===== config.mk =====
export PLATFORM = sky130hd
export DESIGN_NAME = result_bcd_display_flat
export DESIGN_NICKNAME = d
export VERILOG_FILES = /design/src/rtl/result_bcd_display_pkg.sv /design/src/rtl/result_bcd_display_if.sv /design/src/rtl/result_bcd_display_bcd_to_7seg.sv /design/src/rtl/result_bcd_display.sv /design/src/flat_wrapper.sv
export SDC_FILE = /design/constraint.sdc
export NUM_CORES = 1
export LEC_CHECK = 0
export BUFFER_PORTS_ARGS = -buffer_cell sky130_fd_sc_hd__buf_4
export CAP_MARGIN = 5
export CORE_MARGIN = 2
export CORE_UTILIZATION = 46
export DETAILED_ROUTE_END_ITERATION = 7
export PLACE_DENSITY = 0.68
export SLEW_MARGIN = 20
export SYNTH_ARGS = -nofsm -noshare
export SYNTH_HDL_FRONTEND = slang
export SYNTH_HIERARCHICAL = 1
export SYNTH_SLANG_ARGS = --single-unit

===== constraint.sdc =====
create_clock -name clk -period 2.63 [get_ports clk]
set_input_delay 0.526 -clock clk [delete_from_list [all_inputs] [get_ports clk]]
set_output_delay 0.526 -clock clk [all_outputs]
set_load 0.03 [all_outputs]

===== src/rtl/result_bcd_display_pkg.sv =====
// rtl/result_bcd_display_pkg.sv - shared FSM states and 7-segment encoding for result_bcd_display
package result_bcd_display_pkg;

    typedef enum logic [1:0] {
        ST_IDLE  = 2'd0,
        ST_LOAD  = 2'd1,
        ST_SHIFT = 2'd2,
        ST_DONE  = 2'd3
    } state_e;

    localparam logic [6:0] SEG_BLANK = 7'h7F;

    // Active-low {g,f,e,d,c,b,a}; codes 10..15 never come out of double-dabble and map to blank.
    function automatic logic [6:0] seg_lut(input logic [3:0] digit);
        case (digit)
            4'd0:    seg_lut = 7'h40;
            4'd1:    seg_lut = 7'h79;
            4'd2:    seg_lut = 7'h24;
            4'd3:    seg_lut = 7'h30;
            4'd4:    seg_lut = 7'h19;
            4'd5:    seg_lut = 7'h12;
            4'd6:    seg_lut = 7'h02;
            4'd7:    seg_lut = 7'h78;
            4'd8:    seg_lut = 7'h00;
            4'd9:    seg_lut = 7'h10;
            default: seg_lut = SEG_BLANK;
        endcase
    endfunction

endpackage


===== src/rtl/result_bcd_display_if.sv =====
// rtl/result_bcd_display_if.sv - result capture and display bus between multiplier and BCD stage
interface result_bcd_display_if #(
    parameter int WORD_LENGTH = 9,
    parameter int DIGITS      = 6
);
    logic                       ready_in;
    logic [2*WORD_LENGTH-1:0]   Result;
    logic                       busy;
    logic                       done;
    logic                       neg;
    logic [4*DIGITS-1:0]        Bcd;
    logic [7*DIGITS-1:0]        seg;

    modport master (
        output ready_in, Result,
        input  busy, done, neg, Bcd, seg
    );

    modport slave (
        input  ready_in, Result,
        output busy, done, neg, Bcd, seg
    );
endinterface


===== src/rtl/result_bcd_display_bcd_to_7seg.sv =====
// rtl/result_bcd_display_bcd_to_7seg.sv - one BCD digit to active-low 7-segment pattern with blanking
module result_bcd_display_bcd_to_7seg
    import result_bcd_display_pkg::*;
(
    input  logic [3:0] digit,
    input  logic       blank,
    output logic [6:0] seg
);
    always_comb begin
        seg = blank ? SEG_BLANK : seg_lut(digit);
    end
endmodule


===== src/rtl/result_bcd_display.sv =====
// rtl/result_bcd_display.sv - captures Result on ready rising edge, double-dabble to BCD, drives 7-seg
module result_bcd_display
    import result_bcd_display_pkg::*;
#(
    parameter int WORD_LENGTH = 9,
    parameter int DIGITS      = 6,
    parameter int SIGNED_IN   = 1,
    parameter int BLANK_LZ    = 1
) (
    input  logic             clk,
    input  logic             reset,
    result_bcd_display_if.slave bus
);
    localparam int IN_W  = 2 * WORD_LENGTH;
    localparam int CNT_W = $clog2(IN_W + 1);
    localparam int BCD_W = 4 * DIGITS;
    localparam int SEG_W = 7 * DIGITS;

    state_e             state_q, state_d;
    logic               ready_q;
    logic [IN_W-1:0]    bin_q, bin_d;
    logic [BCD_W-1:0]   scratch_q, scratch_d;
    logic [CNT_W-1:0]   count_q, count_d;
    logic               neg_n_q, neg_n_d;
    logic               busy_q, busy_d;
    logic               done_q, done_d;
    logic               neg_q, neg_d;
    logic [BCD_W-1:0]   bcd_q, bcd_d;
    logic [SEG_W-1:0]   seg_q, seg_d;

    logic               trigger;
    logic [BCD_W-1:0]   adj;
    logic [BCD_W-1:0]   shift_scratch;
    logic [DIGITS-1:0]  blank;
    logic               zero_above;
    logic [SEG_W-1:0]   dec_seg;

    assign trigger = bus.ready_in & ~ready_q;

    // One double-dabble step: add 3 to every digit >= 5, then shift in the next binary MSB.
    always_comb begin
        adj = '0;
        for (int i = 0; i < DIGITS; i++) begin
            adj[4*i +: 4] = (scratch_q[4*i +: 4] >= 4'd5) ? scratch_q[4*i +: 4] + 4'd3
                                                         : scratch_q[4*i +: 4];
        end
        shift_scratch = (adj << 1) | BCD_W'(bin_q[IN_W-1]);
    end

    // Leading-zero blanking on the value about to be published; units digit is never blanked.
    always_comb begin
        blank      = '0;
        zero_above = (BLANK_LZ != 0);
        for (int i = DIGITS - 1; i > 0; i--) begin
            zero_above = zero_above && (shift_scratch[4*i +: 4] == 4'd0);
            blank[i]   = zero_above;
        end
    end

    for (genvar g = 0; g < DIGITS; g++) begin : g_dig
        result_bcd_display_bcd_to_7seg u_dec (
            .digit (shift_scratch[4*g +: 4]),
            .blank (blank[g]),
            .seg   (dec_seg[7*g +: 7])
        );
    end

    always_comb begin
        state_d   = state_q;
        bin_d     = bin_q;
        scratch_d = scratch_q;
        count_d   = count_q;
        neg_n_d   = neg_n_q;
        busy_d    = busy_q;
        done_d    = 1'b0;
        neg_d     = neg_q;
        bcd_d     = bcd_q;
        seg_d     = seg_q;
        case (state_q)
            ST_IDLE: begin
                if (trigger) begin
                    bin_d   = bus.Result;
                    busy_d  = 1'b1;
                    state_d = ST_LOAD;
                end
            end
            ST_LOAD: begin
                if ((SIGNED_IN != 0) && bin_q[IN_W-1]) begin
                    bin_d   = -bin_q;
                    neg_n_d = 1'b1;
                end else begin
                    neg_n_d = 1'b0;
                end
                scratch_d = '0;
                count_d   = CNT_W'(IN_W);
                state_d   = ST_SHIFT;
            end
            ST_SHIFT: begin
                scratch_d = shift_scratch;
                bin_d     = {bin_q[IN_W-2:0], 1'b0};
                count_d   = count_q - CNT_W'(1);
                // Publish on the final shift so outputs and done appear together in DONE.
                if (count_q == CNT_W'(1)) begin
                    state_d = ST_DONE;
                    busy_d  = 1'b0;
                    done_d  = 1'b1;
                    bcd_d   = shift_scratch;
                    neg_d   = neg_n_q;
                    seg_d   = dec_seg;
                end
            end
            ST_DONE: begin
                state_d = ST_IDLE;
            end
            default: begin
                state_d = ST_IDLE;
            end
        endcase
    end

    always_ff @(posedge clk or negedge reset) begin
        if (!reset) begin
            state_q   <= ST_IDLE;
            ready_q   <= 1'b0;
            bin_q     <= '0;
            scratch_q <= '0;
            count_q   <= '0;
            neg_n_q   <= 1'b0;
            busy_q    <= 1'b0;
            done_q    <= 1'b0;
            neg_q     <= 1'b0;
            bcd_q     <= '0;
            seg_q     <= '1;
        end else begin
            state_q   <= state_d;
            ready_q   <= bus.ready_in;
            bin_q     <= bin_d;
            scratch_q <= scratch_d;
            count_q   <= count_d;
            neg_n_q   <= neg_n_d;
            busy_q    <= busy_d;
            done_q    <= done_d;
            neg_q     <= neg_d;
            bcd_q     <= bcd_d;
            seg_q     <= seg_d;
        end
    end

    assign bus.busy = busy_q;
    assign bus.done = done_q;
    assign bus.neg  = neg_q;
    assign bus.Bcd  = bcd_q;
    assign bus.seg  = seg_q;

endmodule

===== src/flat_wrapper.sv =====
// flat-port wrapper written by rule: the top's interface ports become plain ports
module result_bcd_display_flat import result_bcd_display_pkg::*;
#(
    parameter int WORD_LENGTH = 9,
    parameter int DIGITS      = 6,
    parameter int SIGNED_IN   = 1,
    parameter int BLANK_LZ    = 1
)
  (clk, reset, bus_ready_in, bus_Result, bus_busy, bus_done, bus_neg, bus_Bcd, bus_seg);
  result_bcd_display_if #(.WORD_LENGTH(WORD_LENGTH), .DIGITS(DIGITS)) bus_i ();
  input  logic clk;
  input  logic reset;
  input wire logic [$bits(bus_i.ready_in)-1:0] bus_ready_in;
  input wire logic [$bits(bus_i.Result)-1:0] bus_Result;
  output wire logic [$bits(bus_i.busy)-1:0] bus_busy;
  output wire logic [$bits(bus_i.done)-1:0] bus_done;
  output wire logic [$bits(bus_i.neg)-1:0] bus_neg;
  output wire logic [$bits(bus_i.Bcd)-1:0] bus_Bcd;
  output wire logic [$bits(bus_i.seg)-1:0] bus_seg;
  assign bus_i.ready_in = bus_ready_in;
  assign bus_i.Result = bus_Result;
  assign bus_busy = bus_i.busy;
  assign bus_done = bus_i.done;
  assign bus_neg = bus_i.neg;
  assign bus_Bcd = bus_i.Bcd;
  assign bus_seg = bus_i.seg;
  result_bcd_display #(.WORD_LENGTH(WORD_LENGTH), .DIGITS(DIGITS), .SIGNED_IN(SIGNED_IN), .BLANK_LZ(BLANK_LZ)) u_core (.clk(clk), .reset(reset), .bus(bus_i));
endmodule

---- Word-level counts from Yosys, hierarchy flattened ----
Memories as Yosys holds them, arrays and structs flattened. A register that Yosys moved wholly into a read port is not among the register bits.
Cells that the tools add are included.
storage, ports and cells
  memories kept ........................... 6
  input bits .............................. 21
  word-level logic and storage cells ...... 86
  ROM bits ................................ 672
  bits in writable memories ............... 0
  latch bits .............................. 0
  output and inout bits ................... 69
  flip-flop bits (word level) ............. 120
memories
  name             words  bits a word  rd ports  clocked after memory_dff  write ports  line                          text
  (no name shown)  16     7            1         1                         0            result_bcd_display_pkg.sv:15  case (digit)
  (no name shown)  16     7            1         0                         0            result_bcd_display_pkg.sv:15
  (no name shown)  16     7            1         0                         0            result_bcd_display_pkg.sv:15
  (no name shown)  16     7            1         0                         0            result_bcd_display_pkg.sv:15
  (no name shown)  16     7            1         0                         0            result_bcd_display_pkg.sv:15
  (no name shown)  16     7            1         0                         0            result_bcd_display_pkg.sv:15
cells by class
  add/subtract/negate cells ............... 8
  bitwise logic cells ..................... 3
  div/mod/pow operators ................... 0
  reductions and logical operators ........ 19
  order comparisons ....................... 6
  mux-type cells .......................... 25
  shifts and indexed selects .............. 0
  eq/ne operators ......................... 7
  $mul .................................... 0
operators by type and width
  operator             number
  $pmux 18 s3          1
  $pmux 24 s2          1
  $mux 18              2
  $mux 7               5
  $ge 4x3->1 const B   6
  $or 24x1->24         1
  $add 4x2->4 const B  5
  $logic_not 4->1      5
  $mux 4               5
  $neg 18->18          1
  $pmux 5 s2           1
  $pmux 2 s4           1
  $ne 2x1->1 const B   3
  $reduce_and 2->1     3
  $reduce_and 3->1     2
  $eq 5x1->1 const B   1
  $mux 1               5
  $sub 5x1->5 const B  1
  $eq 2x2->1 const B   2
  $logic_and 1x1->1    4
  $mux 2               2
  $reduce_bool 2->1    2
  $add 3x2->3 const B  1
  $mux 3               1
  other kinds (7)      7

---- Depth between registers and ports, before layout ----
Gate-level depths: netlist of the first run.
  depth after elaboration ................. 9
  gate-level depth with buffers ........... 13
  mapped depth without buffers ............ 13

---- By module ----
The synthesis of the first run kept the hierarchy.
by module, submodules not included
  module                                                       area each (um2)  sequential area each (um2)  cells an instance  instances
  result_bcd_display                                           5839.4           3055.4                      636                1
  result_bcd_display_bcd_to_7seg at u_core.g_dig[3].u_dec ...  235.2            0.0                         33                 3
  result_bcd_display_bcd_to_7seg at u_core.g_dig[1].u_dec ...  236.5            0.0                         33                 2
  result_bcd_display_bcd_to_7seg at u_core.g_dig[0].u_dec      252.7            0.0                         35                 1

---- Worst setup path before layout of the first run ----
No wires, ideal clock.
  kind .................................... reg-to-reg
  from .................................... register u_core.scratch_q[16]
  to ...................................... register u_core.seg_q[10], in the netlist u_core/bus.seg[10]
  library setup time ...................... 0.061 ns
  arrival ................................. 2.388 ns
  stages on the path, launching flop included .. 12
  data required time ...................... 2.569 ns
  clock period less this slack ............ 2.449 ns
  slack ................................... 0.181 ns
  cell sequence ........................... dfrtp_1 inv_1 ha_1 nand2b_1 a21oi_1 mux2i_1 nand4_1 nor3_1 nor2_1 a21oi_1 nand2_1 nand2_1
between the ends
  longest elaborated chain between the ends .. 9
RTL lines
  what                                              line                                  text
  start, declared                                   result_bcd_display.sv:22              logic [BCD_W-1:0] scratch_q, scratch_d;
  start signal, assigned                            result_bcd_display.sv:138             scratch_q <= scratch_d;
  $add 4x2->4 / $ge 4x3->1 (equally long branches)  result_bcd_display.sv:44              adj[4*i +: 4] = (scratch_q[4*i +: 4] >= 4'd5) ? scratch_q[4*i +: 4] + 4'd3
  $mux 4 (*)                                        result_bcd_display.sv:44
  $or 24x1->24 (*)                                  result_bcd_display.sv:47              shift_scratch = (adj << 1) | BCD_W'(bin_q[IN_W-1]);
  $logic_not 4->1                                   result_bcd_display.sv:55              zero_above = zero_above && (shift_scratch[4*i +: 4] == 4'd0);
  $logic_and 1x1->1 (*) (4 in series)               result_bcd_display.sv:55
  net u_core.blank[1]                               result_bcd_display.sv:34              logic [DIGITS-1:0] blank;
  $mux 7 (*)                                        result_bcd_display_bcd_to_7seg.sv:10  seg = blank ? SEG_BLANK : seg_lut(digit);
  net u_core.dec_seg[10]                            result_bcd_display.sv:36              logic [SEG_W-1:0] dec_seg;
  end signal, assigned                              result_bcd_display.sv:145             seg_q <= seg_d;
  end, declared                                     result_bcd_display.sv:29              logic [SEG_W-1:0] seg_q, seg_d;
Mark *: on every way through the listed nets, which the timed path passes. The rest lies on a longest branch.
A chain may end at the register's enable or synchronous reset.

---- Worst setup path in the final report of the first run ----
  from .................................... register u_core.scratch_q[20]
  to ...................................... register u_core.seg_q[10], in the netlist u_core/bus.seg[10]
between the ends
  longest elaborated chain between the ends .. 9
RTL lines
  what                                              line
  $ge 4x3->1 / $add 3x2->3 (equally long branches)  result_bcd_display.sv:44
  $mux 3 (*)                                        result_bcd_display.sv:44
  $or 24x1->24 (*)                                  result_bcd_display.sv:47
  $logic_not 4->1 (*)                               result_bcd_display.sv:55
  $logic_and 1x1->1 (*) (4 in series)               result_bcd_display.sv:55
  net u_core.blank[1]                               result_bcd_display.sv:34
  $mux 7 (*)                                        result_bcd_display_bcd_to_7seg.sv:10
  net u_core.dec_seg[10]                            result_bcd_display.sv:36
Marked as above.

==> results.py, run 1 <==
metrics = {
    "pwr": {
        "p_comb_share_pct": 34.8,
        "clockPowerShare_pct": 31.4,
        "ir_worst_vdd_v": 0.000533,
        "intPower_uw": 4740,
        "seq_power_share_pct": 33.8,
        "powerDensity_nw_per_um2": 836,
        "p_sw_uw": 2720,
        "swShare_pct": 36.5,
        "leakagePower_uw": 0.00421,
    },
    "global_routing": {
        "grt_overflow_total": 0,
        "antenna_found_initial": 0,
        "track_usage_pct": 20.5,
        "grt_pass1_vias": 5820,
        "grt_max_degree": 43,
        "grt_pass1_wl_um": 27600,
    },
    "sta": {
        "final-setup-viol-count": 0,
        "fmax_mhz": 422,
        "worst_pin_slew_ns": 0.595,
        "post-route-min-period_ns": 2.37,
        "finClkSkew_ns": 0.00670,
        "period_share_pct": 90.2,
        "slew_headroom_pct": 60.3,
        "finalHoldViolCount": 0,
        "grt_setup_unrepaired": "false",
        "slew_viol_final": 0,
        "fin_setup_tns_ns": 0,
    },
    "place": {
        "port_buffers": 89,
        "placed_cell_area_um2": 8290,
        "dpl.hpwl_um": 11300,
        "routabilityCongestion": 0.832,
    },
    "setup_path": {
        "critPathMostFrequentCell": "nand2_1",
        "endpoint": "u_core/bus.seg[10]",
        "cpPeakStageDelay_ns": 0.39,
        "crit_chain": "inv_1, ha_1, nand2b_1, a21oi_4, mux2i_1, nand4_1, nor3_2, buf_4, nor2_1, a21oi_1, nand2_1, nand2_1",
        "slowest_stage": "dfrtp_1",
        "r2r_slack_ns": 0.26,
        "reg2reg_depth": 12,
        "crit_start": "u_core/scratch_q[20]",
        "worstPathRequired_ns": 2.99,
        "critPathLaunchType": "register",
        "regToRegStartpoint": "u_core/scratch_q[20]",
        "rr_endpoint": "u_core/bus.seg[10]",
        "arrival_ns": 2.74,
        "worstSetupPathType": "reg2reg",
        "crit_fanout": 7,
        "cp-end-kind": "register",
    },
    "final_layout": {
        "fillers": 1398,
        "multi_input_area_um2": 3820,
        "nets": 1012,
        "diodes": 0,
        "drive_above_1_share_pct": 24.5,
        "seqCellArea_um2": 3060,
        "syn2layout_area_growth_pct": 22.7,
        "fin_area_um2": 8920,
    },
    "die": {
        "start_util_pct": 47.5,
        "die-area_um2": 16800,
        "die_w_um": 130,
        "ios": 90,
        "core_area_um2": 15300,
        "die_h_um": 130,
        "rows": 45,
    },
    "route": {
        "wire_per_inst_um": 14.0,
        "drt_pass1_iterations": 5,
        "drc": 0,
        "post_drt_via_cell_ratio": 5.20,
        "first_iter_violations": 412,
        "vias": 6058,
        "drt_wl_total_um": 16300,
        "ant_nets": 0,
    },
    "logic_synthesis": {
        "yosysMostFrequentCell": "nand2_1",
        "netlist_instances": 836,
        "synth-edff-count": 0,
        "synth_seq_cells": 120,
        "synth_largest_area_cell": "dfrtp_1",
        "yosys_warnings": 6,
        "synth_top_area_share_pct": 26.8,
        "ys_top_cells_by_count": "178 x nand2_1, 78 x dfrtp_1, 73 x o21ai_0, 64 x inv_1, 57 x a21oi_1",
        "ys.flop_type": "dfrtp_1",
        "synth_area_per_cell_um2": 8.70,
        "synth_area_um2": 7270,
        "ys_seq_area_share_pct": 42.0,
        "synthDistinctLibCells": 54,
        "async_reset_ff_share_pct": 100,
        "netlist_top_cells_area": "dfrtp_1 27%, dfstp_2 15%, nand2_1 9.2%",
    },
    "clock_tree": {
        "cts_tree": "done",
        "post-cts-setup-buffers": 0,
        "htreeDepth": 4,
        "clk_pin_slew_ns": 0.06,
        "cts_max_path_buffers": 2,
        "clock-sinks": 120,
        "cts_hold_buffers": 0,
        "root_buffer": "clkbuf_16",
        "cts_buffers": 17,
        "ctsResizeCount": 0,
        "clk_latency_ns": 0.42,
    },
    "flow_run": {
        "maxCapViolations": 0,
    },
    "run_status": {
        "status": "completed",
    },
    "hold_path": {
        "min_path_type": "in2async",
    },
}
sequential cells by signal (all words and copies together), names as in the netlist:
signal / count
u_core/bin_q: 18
u_core/neg_n_q: 1
u_core/bus.neg: 1
u_core/bus.done: 1
u_core/bus.Bcd: 24
u_core/bus.busy: 1
u_core/state_q: 2
u_core/bus.seg: 42
u_core/count_q: 5
u_core/ready_q: 1
u_core/scratch_q: 24
layout make-up:
class | count | share of cell area (%)
Inverter | 66 | 2.78
Tap cell | 211 | 2.96
Clock inverter | 12 | 1.70
Multi-Input combinational cell | 617 | 42.9
Timing Repair Buffer | 119 | 10.4
Sequential cell | 120 | 34.3
Clock buffer | 20 | 5.01
how the worst min path moves through the flow:
stage | slack [ns] | cells past startpoint | startpoint | endpoint
floorplan | 0.23 | 0 | reset | u_core/bin_q[0]
global placement | 0.45 | 2 | u_core/bus.seg[0] | u_core/bus.seg[0]
detailed placement | 0.45 | 2 | u_core/bus.seg[2] | u_core/bus.seg[2]
CTS | 0.13 | 1 | reset | u_core/bin_q[5]
global route | 0.15 | 1 | reset | u_core/bin_q[5]
finish | 0.11 | 1 | reset | u_core/bin_q[6]
metrics by stage:
step	instances	total power, µW	worst slack [ns]	hold slack (ns)	utilization (%)
2_1_floorplan	841	4300	0.181	0.230	-
3_5_place_dp	1133	5140	0.197	0.448	54.1
4_1_cts	1165	7510	0.165	0.128	58.0
5_1_grt	1165	7930	0.0121	0.147	58.2
3_3_place_gp	1133	5090	0.273	0.447	54.1
6_report	1165	7460	0.258	0.113	58.2
cell usage in the layout, fill, tap and decap left out, types with 7 or more instances in the layout:
master and count:
buf_4 116, inv_1 64, a21oi_1 53, ha_1 50, nor3b_2 7, o21ai_0 73, nor3_1 13, mux2_2 11
dfrtp_1 78, nor3b_1 7, o22ai_1 21, dfstp_2 42, nand2b_1 26, o2bb2ai_1 9, nor2_1 41, o21ai_1 8
mux2i_1 7, clkbuf_16 17, o21bai_1 7, a222oi_1 9, nand2_1 178
per-layer routing:
| layer | vias up | share of wire [%] | track usage, % |
|---|---|---|---|
| met3 | 19 | 4.3 | 4.43 |
| met4 | 0 | 1.5 | 7.46 |
| li1 | 3067 | - | - |
| met1 | 2841 | 47 | 27.5 |
| met2 | 131 | 47 | 33.0 |
| met5 | - | 0 | 0 |
worst max-delay path: cells and delay by family (launching register included):
kind / cells / cell delay, ns
DFF: 1 / 0.39
buffers and inverters: 2 / 0.30
adders and majority gates: 1 / 0.22
and+or+nand+nor: 6 / 0.79
AOI/OAI and AO/OA: 2 / 0.34
muxes: 1 / 0.27
logic make-up after synthesis:
family          share of synthesized area (%)
mux                                      2.67
simple gates                             21.6
compound gates                           17.6
buf+inv                                  6.09
fa+ha+maj                                8.60
xor+xnor                                 1.33
flops                                    42.0
other cells                            0.0516
power groups by stage:
stage | clock [µW] | combinational [µW] | sequential (µW)
floorplan | 0 | 1560 | 2740
CTS | 2390 | 2600 | 2520
detailed placement | 0 | 2590 | 2540
finish | 2350 | 2600 | 2520
global route | 2480 | 2880 | 2570
global placement | 0 | 2550 | 2540
Note: power is estimated with default switching activity, not from simulation.
==> run 2, diff against run 1 <==
--- a/config.mk
+++ b/config.mk
@@ -7,6 +7,4 @@
 export LEC_CHECK = 0
 export BUFFER_PORTS_ARGS = -buffer_cell sky130_fd_sc_hd__buf_4
-export CAP_MARGIN = 5
-export CORE_MARGIN = 2
 export CORE_UTILIZATION = 46
 export DETAILED_ROUTE_END_ITERATION = 7
==> constraint.sdc (replaced) <==
create_clock -name clk -period 2.63 [get_ports clk]
set_input_delay 0.526 -clock clk [delete_from_list [all_inputs] [get_ports clk]]
set_output_delay 0.526 -clock clk [all_outputs]
set_load 0.005 [all_outputs]
==> run 2 against run 1 <==
Compared with the run above: count of clock-buffer cells in the layout increased by 5; register-to-register slack got worse by 0.09 ns; critical path depth grew 1; fmax fell by 3.7%; global-route usage increased by 0.83 points; core utilization is 0.27 points lower; final cell count hardly changed; sequential power about the same; sequential share of layout area grew 0.16 points; hold slack better by 0.030 ns; non-clock buffer count up 1; first-iteration DRC count is 24% lower; largest cell class unchanged.
==> results.py, run 2 (synthesis results as in run 1) <==
metrics = {
    "global_routing": {
        "grt_max_degree": 52,
        "top_usage_layer": "met2",
        "grt_overflow_total": 0,
        "grt_use_met2_pct": 34.8,
        "grtUsageMet3_pct": 4.22,
        "grt_pass1_wl_um": 27700,
        "track_usage_pct": 21.4,
        "gr-usage-met1_pct": 28.5,
        "grt_pass1_vias": 5803,
        "antenna_found_initial": 0,
    },
    "run_status": {
        "status": "completed",
    },
    "place": {
        "port_buffers": 89,
        "place_ws_ns": 0.163,
        "placed_cell_area_um2": 8280,
        "dpl.hpwl_um": 11300,
        "routabilityCongestion": 0.833,
    },
    "sta": {
        "post-route-min-period_ns": 2.46,
        "slew_viol_final": 0,
        "fin_setup_tns_ns": 0,
        "final-setup-viol-count": 0,
        "worst_pin_slew_ns": 0.957,
        "finClkSkew_ns": 0.00914,
        "finalHoldViolCount": 0,
        "slew_headroom_pct": 35.8,
        "fmax_mhz": 406,
        "fin_ws_ns": 0.168,
        "hold_slack_ns": 0.143,
        "period_share_pct": 93.6,
    },
    "setup_path": {
        "cp-end-kind": "register",
        "arrival_ns": 2.83,
        "critPathLaunchType": "register",
        "crit_fanout": 6,
        "reg2reg_depth": 13,
        "rr_endpoint": "u_core/bus.seg[3]",
        "regToRegStartpoint": "u_core/scratch_q[0]",
        "worstSetupPathType": "reg2reg",
        "r2r_slack_ns": 0.17,
        "worstPathRequired_ns": 2.99,
    },
    "route": {
        "drt_wl_total_um": 16200,
        "first_iter_violations": 312,
        "drc": 0,
        "drt_pass1_iterations": 5,
        "vias": 6071,
        "wire_per_inst_um": 13.9,
        "post_drt_via_cell_ratio": 5.21,
        "ant_nets": 0,
    },
    "hold_path": {
        "min_path_type": "in2async",
    },
    "clock_tree": {
        "root_buffer": "clkbuf_16",
        "clk_pin_slew_ns": 0.06,
        "cts_tree": "done",
        "cts_max_path_buffers": 2,
        "ctsResizeCount": 0,
        "post-cts-setup-buffers": 0,
        "clock-sinks": 120,
        "cts_hold_buffers": 0,
        "cts_buffers": 17,
        "htreeDepth": 4,
        "clk_latency_ns": 0.42,
    },
    "die": {
        "rows": 45,
        "die_w_um": 128,
        "ios": 90,
        "die_h_um": 128,
        "start_util_pct": 47.5,
        "die-area_um2": 16300,
        "core_area_um2": 15300,
    },
    "pwr": {
        "ir_worst_vdd_v": 0.000759,
        "p_sw_uw": 2450,
        "powerDensity_nw_per_um2": 796,
        "p_comb_share_pct": 32.7,
        "swShare_pct": 34.7,
        "intPower_uw": 4620,
        "clockPowerShare_pct": 31.7,
        "leakagePower_uw": 0.00420,
        "seq_power_share_pct": 35.6,
    },
    "flow_run": {
        "maxCapViolations": 0,
    },
    "final_layout": {
        "fin_util_pct": 58.0,
        "fin_area_um2": 8880,
        "final_common_cell": "nand2_1",
        "diodes": 0,
        "final_cell_mix": "178 x nand2_1, 118 x buf_4, 78 x dfrtp_1",
        "syn2layout_area_growth_pct": 22.1,
        "nets": 1013,
        "largest_reg_flops": 42,
        "drive_above_1_share_pct": 24.4,
    },
}
## run 2: cell types whose count changed in the layout (fill, tap and decap cells not counted), sizes merged
cell	delta
clkinv	-1
buf	+1
clkbuf	+5
clkinvlp	-2
bufinv	-2
## run 2: area by class of cell
| cell class | count | area (µm²) |
|---|---|---|
| inverter | 66 | 248 |
| fill | 1424 | 6440 |
| timing repair buffer | 120 | 926 |
| sequential | 120 | 3060 |
| tap | 211 | 264 |
| clock buffer | 25 | 505 |
| clock inverter | 7 | 67.6 |
| multi-input combinational | 617 | 3810 |
## run 2: power by group through the flow
stage	sequential [µW]	clock (µW)	combinational, µW
detailed placement	2540	0	2320
CTS	2520	2280	2330
global placement	2540	0	2280
global route	2570	2370	2610
finish	2520	2240	2310
floorplan	2500	0	1560
## run 2: how the worst max path moves through the flow
stage	cells after the start	from	slack, ns	end
2_1_floorplan	11	u_core/scratch_q[16]	0.18	u_core/bus.seg[10]
3_3_place_gp	12	u_core/scratch_q[16]	0.28	u_core/bus.seg[7]
3_5_place_dp	12	u_core/scratch_q[16]	0.16	u_core/bus.seg[7]
4_1_cts	12	u_core/scratch_q[16]	0.14	u_core/bus.seg[10]
5_1_grt	12	u_core/scratch_q[20]	-0.03	u_core/bus.seg[14]
6_report	13	u_core/scratch_q[0]	0.17	u_core/bus.seg[3]
## run 2: metrics by stage
step,cells,power [µW]
CTS,1166,7130
finish,1166,7070
detailed placement,1134,4860
global placement,1134,4820
floorplan,841,4060
global route,1166,7550
## run 2: layer usage
| metal | vias to the layer above | routed length (µm) |
|---|---|---|
| met5 | - | 0 |
| met4 | 0 | 238 |
| met3 | 19 | 569 |
| met2 | 110 | 7670 |
| met1 | 2874 | 7710 |
| li1 | 3068 | - |
## run 2: worst max-delay path, cell delays in order (launching register included)
cell	delay, ns
dfrtp_1	0.39
inv_1	0.13
ha_1	0.21
nand2b_1	0.09
a21oi_1	0.26
xnor2_1	0.25
inv_1	0.21
inv_1	0.16
ha_1	0.26
nand2_1	0.07
o21ai_0	0.10
o21ai_1	0.14
nand2_1	0.06
nand2_1	0.06
